`config.mk`:
```
export PLATFORM = sky130hd
export DESIGN_NAME = r3_stage_ctrl
export DESIGN_NICKNAME = d
export VERILOG_FILES = /design/src/rtl/fft_pkg.sv /design/src/rtl/r3_stage_ctrl_butterfly3.sv /design/src/rtl/r3_stage_ctrl.sv
export SDC_FILE = /design/constraint.sdc
export NUM_CORES = 1
export LEC_CHECK = 0
export ABC_AREA = 1
export CAP_MARGIN = 10
export CELL_PAD_IN_SITES_DETAIL_PLACEMENT = 1
export CELL_PAD_IN_SITES_GLOBAL_PLACEMENT = 2
export CORE_MARGIN = 2
export CORE_UTILIZATION = 34
export CTS_CLUSTER_DIAMETER = 150
export CTS_CLUSTER_SIZE = 40
export DETAILED_ROUTE_END_ITERATION = 8
export HOLD_SLACK_MARGIN = 0.05
export PLACE_DENSITY = 0.87
export SLEW_MARGIN = 10
export SYNTH_ARGS = -nofsm -noshare
export SYNTH_HDL_FRONTEND = slang
export SYNTH_SLANG_ARGS = --single-unit
```
`constraint.sdc`:
```
create_clock -name clk -period 10.8 [get_ports clk]
set_clock_uncertainty 0.2 [all_clocks]
set_input_delay 2.16 -clock clk [delete_from_list [all_inputs] [get_ports clk]]
set_output_delay 2.16 -clock clk [all_outputs]
set_load 0.01 [all_outputs]
```
`src/rtl/fft_pkg.sv`:
```
// Shared definitions for the radix-3 FFT stage sequencer.
// Holds the FSM state enum, default widths and per-group cycle count.
package fft_pkg;

    localparam int DEF_WIDTH = 15;
    localparam int DEF_AW    = 10;
    localparam int GRP_CYC   = 7;

    typedef enum logic [2:0] {
        IDLE,
        RD,
        WAIT,
        WR,
        FIN
    } state_t;

endpackage

```
`src/rtl/r3_stage_ctrl_butterfly3.sv`:
```
// Combinational radix-3 DFT butterfly; outputs wrap at WIDTH bits.
// Twiddle sqrt(3)/2 held as a Q14 constant.
module Butterfly3 #(
    parameter int WIDTH = 15
) (
    input  logic signed [WIDTH-1:0] x0_re,
    input  logic signed [WIDTH-1:0] x0_im,
    input  logic signed [WIDTH-1:0] x1_re,
    input  logic signed [WIDTH-1:0] x1_im,
    input  logic signed [WIDTH-1:0] x2_re,
    input  logic signed [WIDTH-1:0] x2_im,
    output logic signed [WIDTH-1:0] y0_re,
    output logic signed [WIDTH-1:0] y0_im,
    output logic signed [WIDTH-1:0] y1_re,
    output logic signed [WIDTH-1:0] y1_im,
    output logic signed [WIDTH-1:0] y2_re,
    output logic signed [WIDTH-1:0] y2_im
);

    localparam int PW = WIDTH + 18;
    localparam logic signed [PW-1:0] C = 14189;

    logic signed [PW-1:0] a0r, a0i, a1r, a1i, a2r, a2i;
    logic signed [PW-1:0] sr, si, dr, di, hr, hi, pr, pi;

    assign a0r = PW'(x0_re);
    assign a0i = PW'(x0_im);
    assign a1r = PW'(x1_re);
    assign a1i = PW'(x1_im);
    assign a2r = PW'(x2_re);
    assign a2i = PW'(x2_im);

    assign sr = a1r + a2r;
    assign si = a1i + a2i;
    assign dr = a1r - a2r;
    assign di = a1i - a2i;

    // x0 - (x1+x2)/2 is common to y1 and y2
    assign hr = a0r - (sr >>> 1);
    assign hi = a0i - (si >>> 1);
    assign pr = (C * di) >>> 14;
    assign pi = (C * dr) >>> 14;

    assign y0_re = WIDTH'(a0r + sr);
    assign y0_im = WIDTH'(a0i + si);
    assign y1_re = WIDTH'(hr + pr);
    assign y1_im = WIDTH'(hi - pi);
    assign y2_re = WIDTH'(hr - pr);
    assign y2_im = WIDTH'(hi + pi);

endmodule

```
`src/rtl/r3_stage_ctrl.sv`:
```
// Radix-3 FFT stage sequencer: read 3, wait, write 3 per group, in place.
// Optional R3_SCALE_EN: inputs to the butterfly are shifted right by 2.
module r3_stage_ctrl
    import fft_pkg::*;
#(
    parameter int WIDTH = DEF_WIDTH,
    parameter int AW    = DEF_AW
) (
    input  logic             clk,
    input  logic             rst_n,
    input  logic             start,
    input  logic [AW-1:0]    m_len,
    output logic             busy,
    output logic             done,
    output logic             rd_en,
    output logic [AW-1:0]    rd_addr,
    input  logic [WIDTH-1:0] rd_re,
    input  logic [WIDTH-1:0] rd_im,
    output logic             wr_en,
    output logic [AW-1:0]    wr_addr,
    output logic [WIDTH-1:0] wr_re,
    output logic [WIDTH-1:0] wr_im
);

    state_t state;
    logic [AW-1:0] m;
    logic [AW-1:0] g;
    logic [1:0]    k;

    logic signed [WIDTH-1:0] x0_re, x0_im, x1_re, x1_im, x2_re, x2_im;
    logic signed [WIDTH-1:0] b0_re, b0_im, b1_re, b1_im, b2_re, b2_im;
    logic signed [WIDTH-1:0] y0_re, y0_im, y1_re, y1_im, y2_re, y2_im;

    always_ff @(posedge clk or negedge rst_n) begin
        if (!rst_n) begin
            state   <= IDLE;
            m       <= '0;
            g       <= '0;
            k       <= '0;
            busy    <= 1'b0;
            done    <= 1'b0;
            rd_en   <= 1'b0;
            rd_addr <= '0;
            wr_en   <= 1'b0;
            wr_addr <= '0;
            x0_re   <= '0;
            x0_im   <= '0;
            x1_re   <= '0;
            x1_im   <= '0;
            x2_re   <= '0;
            x2_im   <= '0;
        end else begin
            done <= 1'b0;
            unique case (state)
                IDLE: begin
                    if (start) begin
                        m <= m_len;
                        g <= '0;
                        k <= '0;
                        if (m_len == '0) begin
                            state <= FIN;
                            done  <= 1'b1;
                        end else begin
                            state   <= RD;
                            busy    <= 1'b1;
                            rd_en   <= 1'b1;
                            rd_addr <= '0;
                        end
                    end
                end
                RD: begin
                    // read data trails the strobe by one cycle
                    if (k == 2'd1) begin
                        x0_re <= rd_re;
                        x0_im <= rd_im;
                    end
                    if (k == 2'd2) begin
                        x1_re <= rd_re;
                        x1_im <= rd_im;
                        k     <= '0;
                        rd_en <= 1'b0;
                        state <= WAIT;
                    end else begin
                        k       <= k + 2'd1;
                        rd_addr <= rd_addr + m;
                    end
                end
                WAIT: begin
                    x2_re   <= rd_re;
                    x2_im   <= rd_im;
                    wr_en   <= 1'b1;
                    wr_addr <= g;
                    state   <= WR;
                end
                WR: begin
                    if (k == 2'd2) begin
                        k     <= '0;
                        wr_en <= 1'b0;
                        if (g == m - AW'(1)) begin
                            busy  <= 1'b0;
                            done  <= 1'b1;
                            state <= FIN;
                        end else begin
                            g       <= g + AW'(1);
                            rd_en   <= 1'b1;
                            rd_addr <= g + AW'(1);
                            state   <= RD;
                        end
                    end else begin
                        k       <= k + 2'd1;
                        wr_addr <= wr_addr + m;
                    end
                end
                FIN: begin
                    state <= IDLE;
                end
                default: begin
                    state <= IDLE;
                end
            endcase
        end
    end

`ifdef R3_SCALE_EN
    assign b0_re = x0_re >>> 2;
    assign b0_im = x0_im >>> 2;
    assign b1_re = x1_re >>> 2;
    assign b1_im = x1_im >>> 2;
    assign b2_re = x2_re >>> 2;
    assign b2_im = x2_im >>> 2;
`else
    assign b0_re = x0_re;
    assign b0_im = x0_im;
    assign b1_re = x1_re;
    assign b1_im = x1_im;
    assign b2_re = x2_re;
    assign b2_im = x2_im;
`endif

    Butterfly3 #(
        .WIDTH(WIDTH)
    ) u_bfly (
        .x0_re(b0_re),
        .x0_im(b0_im),
        .x1_re(b1_re),
        .x1_im(b1_im),
        .x2_re(b2_re),
        .x2_im(b2_im),
        .y0_re(y0_re),
        .y0_im(y0_im),
        .y1_re(y1_re),
        .y1_im(y1_im),
        .y2_re(y2_re),
        .y2_im(y2_im)
    );

    always_comb begin
        wr_re = '0;
        wr_im = '0;
        if (wr_en) begin
            case (k)
                2'd0: begin
                    wr_re = y0_re;
                    wr_im = y0_im;
                end
                2'd1: begin
                    wr_re = y1_re;
                    wr_im = y1_im;
                end
                default: begin
                    wr_re = y2_re;
                    wr_im = y2_im;
                end
            endcase
        end
    end

endmodule
```
Word-level counts from Yosys, hierarchy flattened
Cells that the tools add are included.
Storage, ports and cells
  memories kept: 0
  bits of input ports: 43
  latch bits: 0
  ROM bits: 0
  bits in writable memories: 0
  word-level logic and storage cells: 106
  register bits after elaboration: 139
  output and inout port bits: 54
Cells by class
  bitwise operators: 0
  reduce and logical (&&, ||, !) cells: 19
  add/sub/neg operators: 17
  eq/ne operators: 14
  shift operators: 0
  $lt $le $gt $ge: 0
  mux-type cells: 38
  multipliers: 2
  div/mod/pow operators: 0
Operators with widths (count)
  $mux 10: 7
  $add 15x15->15: 4
  $pmux 15 s2: 2
  $sub 15x15->15: 4
  $pmux 10 s2: 2
  $mul 15x33->29 const A: 1
  $add 15x15->16: 2
  $sub 15x15->16: 2
  $mux 15: 2
  $pmux 10 s3: 1
  $mul 15x16->29 const A: 1
  $add 10x10->10: 2
  $ne 2x2->1 const B: 8
  $mux 3: 5
  $pmux 3 s4: 1
  $reduce_and 2->1: 6
  $reduce_and 6->1: 2
  $mux 1: 11
  $add 10x1->10 const B: 1
  $eq 10x10->1: 1
  $logic_not 10->1: 1
  $sub 10x1->10 const B: 1
  $eq 3x2->1 const B: 2
  $pmux 1 s2: 3
  15 further kinds: 18

Depth between registers and ports, before layout
  depth in word-level cells: 5
  mapped depth: 55
  gate-level depth less buffers: 55

By module
Synthesis repeated with hierarchy kept, for this count alone.
Second synthesis, totals
  cells, all modules: 3785
  area total of the unflattened synthesis: 27308.7 µm²
By module, submodules not included
  Butterfly3: instances 1, area an instance 19333.5 µm², cells an instance 2675, seq. area each 0.0 µm²
  r3_stage_ctrl: instances 1, area an instance 7975.1 µm², cells an instance 1110, seq. area each 3478.3 µm²

Worst setup path after synthesis
OpenSTA, ideal clock, no wires.
  kind: register -> output
  start: register x1_im[2] (netlist: b1_im[2])
  end: output port wr_re[13]
  required time: 8.440 ns
  data arrival time: 8.468 ns
  cell stages (with the launch flop): 49
  path buffers: 1
  setup slack: -0.028 ns
  path through: dfrtp_1 -> ha_1 -> buf_2 -> a21o_1 -> a31oi_1 -> o21ai_2 -> a21oi_1 -> o21bai_2 -> a31oi_1 -> o21ai_0 -> nand2_1 -> a22oi_1 -> inv_1 -> ha_1 -> ha_1 -> o21bai_1 -> fa_1 -> fa_1 -> (+13 left out) -> nand2_1 -> nand2_2 -> nand2_1 -> nor2_1 -> nand2_1 -> nor3_1 -> or2_2 -> xnor2_1 -> ha_1 -> inv_1 -> nor4_1 -> nand3_1 -> nand4_1 -> nand2_1 -> nand2_1 -> a21oi_1 -> xor2_1 -> a211oi_1
On the way
  cells in the longest elaborated chain, start to end: 5
  elaborated cells on any way between the ends: 6
  those cells by class: 3 x add/sub; 1 x mul; 2 x mux
Ends and longest elaborated chain
  start, declared: line r3_stage_ctrl.sv:30  | logic signed [WIDTH-1:0] x0_re, x0_im, x1_re, x1_im, x2_re, x2_im;
  start signal, assigned: line r3_stage_ctrl.sv:79  | x1_im <= rd_im;
  $sub 15x15->16 *: line r3_stage_ctrl_butterfly3.sv:36  | assign di = a1i - a2i;
  $mul 15x33->29 *: line r3_stage_ctrl_butterfly3.sv:41  | assign pr = (C * di) >>> 14;
  $sub 15x15->15 / $add 15x15->15 (equally long branches): line r3_stage_ctrl_butterfly3.sv:48, r3_stage_ctrl_butterfly3.sv:46
  $pmux 15 s2 *: line r3_stage_ctrl.sv:161  | case (k)
  $mux 15 *: line r3_stage_ctrl.sv:160  | if (wr_en) begin
  end, declared: line r3_stage_ctrl.sv:21  | output logic [WIDTH-1:0] wr_re,
Every way passes the cells marked *; elsewhere a longest branch is shown, timed or not.

Final worst setup path
  start: register x1_im[6] (netlist: b1_im[6])
  end: output port wr_re[10]
Same word-level chain as after synthesis.

==> metrics <==
Layout Cell Area excl Fill=36740 µm²; number of fill cells in the layout=8989; clock-pin slew on the worst setup and hold paths=0.07 ns; Period minus WS final=11.82 ns; synthesized instance count=3487; Worst Path Required=8.44 ns; Worst-Skew Late Latency=0.48 ns; Max clock buf depth=2; peak per-stage delay on the critical path=0.57 ns; Detailed Route Iter0 Violations=1000; setup repair after global routing missed its margin=yes; synthesized netlist net count=4136; level count of the clock H-tree=4; Rel. slew slack=17.24%; MaxCap Viol Count=0; post-synthesis async set-or-reset flop share=100.0%; number of nets still failing antenna checks after routing=0; Core Footprint=74320 µm²; CP arrival=9.46 ns; proportion of layout cells with a drive suffix above 1=32.69%; routed length per instance=19.69 µm; clock sink count=139; die outline width=277.9 µm; smallest hold slack=0.3060 ns; total length of routed wires=102500 µm; number of unique standard cell types used by synthesis=53; #FFs+latches synth=139; synthesized area divided by synthesized cell count=7.317 µm²; wire length of the first global-routing pass=149700 µm; met1 wire length=42190 µm; Fmax=84.60 MHz; detailed-router iteration count before antenna repair=5; DPL Wire Length=72880 µm; CTS Hold Bufs=0; overall routing resource usage=24.19%; standard-cell row count=100; die outline height=277.9 µm; most common flop cell mapped by yosys=dfrtp_1; number of global-route vias before repair=28610; Post-route DRC=0; Worst Setup Slack, final=-1.021 ns; Syn-to-layout area delta=43.99%; worst-case setup slack after placement=-1.157 ns; total cell area at the placement stage=31490 µm²; commonest non-fill, non-tap cells in the layout=690 x inv_1, 622 x buf_4, 570 x nand2_1; Clock Root Buffer=clkbuf_16; number of buffers created by CTS=17; share of the cycle needed by the critical path after routing=109.5%; Detail Route met3 WL=2512 µm; IO Pins=97; type of the tightest min-delay check=flop to flop; number of buffer cells added on primary ports=96; Worst Max-Slew Pin Slew=1.240 ns; result of the run=finished with violations; count of flip-flops with a built-in enable after synthesis=0; Crit Path Class=flop to output port; gr ovfl total=0; endpoints failing hold=0; Critical Path Fanout Max=6; number of warnings printed during yosys synthesis=0; initial antenna violation count=2; die area=77250 µm²; total via count in the routed design=26260; part of the Yosys area used for sequential elements=13.63%; Setup Viol. Count Final=26; TritonCTS clock tree=yes; final cell count without fillers=5206; most common cell after layout, fill and taps aside=inv_1; Worst path slowest cell=fa_1; highest signal layer in the routed design=met5; violated checks=negative setup slack; antenna diode count=0; endpoint class of the critical path=output port; Placed Instances=5037; number of max-slew violations in the final report=0; sum of met2 wire segment lengths after detailed routing=54300 µm; Critical Path Source Type=flop; GP Congestion=0.9005; total number of nets in the final design=4873; netlist area before placement=25510 µm²; post-detailed-route via-to-cell ratio=5.044; initial cell density of the core=34.33%; maximum number of pins on one net before global-route repair=74
## final cells by class
| cell class | count | area, µm² | area share [%] |
|---|---|---|---|
| clock buffer | 17 | 425.4 | 1.158 |
| clock inverter | 15 | 197.7 | 0.5381 |
| inverter | 784 | 2960 | 8.058 |
| multi-input combinational | 2514 | 22330 | 60.79 |
| sequential | 139 | 3480 | 9.471 |
| tap | 969 | 1212 | 3.300 |
| timing repair buffer | 768 | 6131 | 16.69 |
## metal layers
metal	vias up	GRT usage [%]
li1	12400	-
met1	13160	29.30
met2	480	45.41
met3	216	2.351
met4	4	6.292
met5	-	0
## flip-flops by register name, summed over array words and instances, names as in the netlist
name	count
wr_addr	10
k	2
wr_en	1
rd_addr	10
busy	1
done	1
m	10
state	3
rd_en	1
g	10
b0_re	15
b2_re	15
b0_im	15
b1_re	15
b2_im	15
b1_im	15
## synth_stat cells (all sizes together), types with 24 or more instances
master  instances  area, µm²
inv           783       2939
nor2          177      699.4
a21oi         231       1164
xnor2          47      411.6
a21o           24      180.2
ha            378       4730
nand3         145      740.7
xor2          132       1164
clkbuf         33      123.9
dfrtp         139       3478
o21bai         28      236.5
nand2         750       2843
fa            228       4564
o21ai         214       1097
nor3           40      205.2
nand4          29      181.4
## stage by stage
step	TNS [ns]	util, %
final	-15.07	49.43
after global routing	-23.72	49.43
after CTS	-9.007	46.41
after detailed placement	-20.10	42.37
after global placement	-15.15	42.37
after floorplan	0	-
## what timing repair did
item / 4_1_cts / 5_1_grt
cloned: 0 / 0
buffers inserted: 86 / 64
pin swaps: 238 / 364
endpoints found under the setup margin: 28 / 29
gates resized for setup: 489 / 452
## logic make-up (layout without fill, tap and decap cells)
logic type / Yosys count / count (layout) / share of synthesized area (%)
simple gates: 1178 / 1178 / 19.27
compound gates: 551 / 551 / 12.09
fa+ha+maj: 606 / 606 / 36.43
flops: 139 / 139 / 13.63
xor+xnor: 179 / 179 / 6.174
buf+inv: 834 / 1584 / 12.40
## worst paths after layout
kind                          start         to  slack, ns  depth (start not counted)
setup / recovery           b1_im[6]  wr_re[10]      -1.02                         44
hold / removal                 g[3]       g[3]       0.31                          2
setup reg to reg               m[1]       g[7]       7.32                         16
hold reg to reg                g[3]       g[3]       0.31                          2
max in group asynchronous     rst_n   b2_re[1]       7.39                          2
min in group asynchronous     rst_n   b1_im[6]       1.51                          1
## critical path, delay by kind of cell (launching register included)
family / cells / cell delay [ns]
simple gates: 12 / 1.48
buf+inv: 8 / 0.85
fa+ha+maj: 10 / 3.93
xor+xnor: 5 / 0.86
compound gates: 9 / 1.36
flops: 1 / 0.48
Power is not shown: default switching activity piles up to over one toggle a cycle in this logic, so the estimate is an artifact.
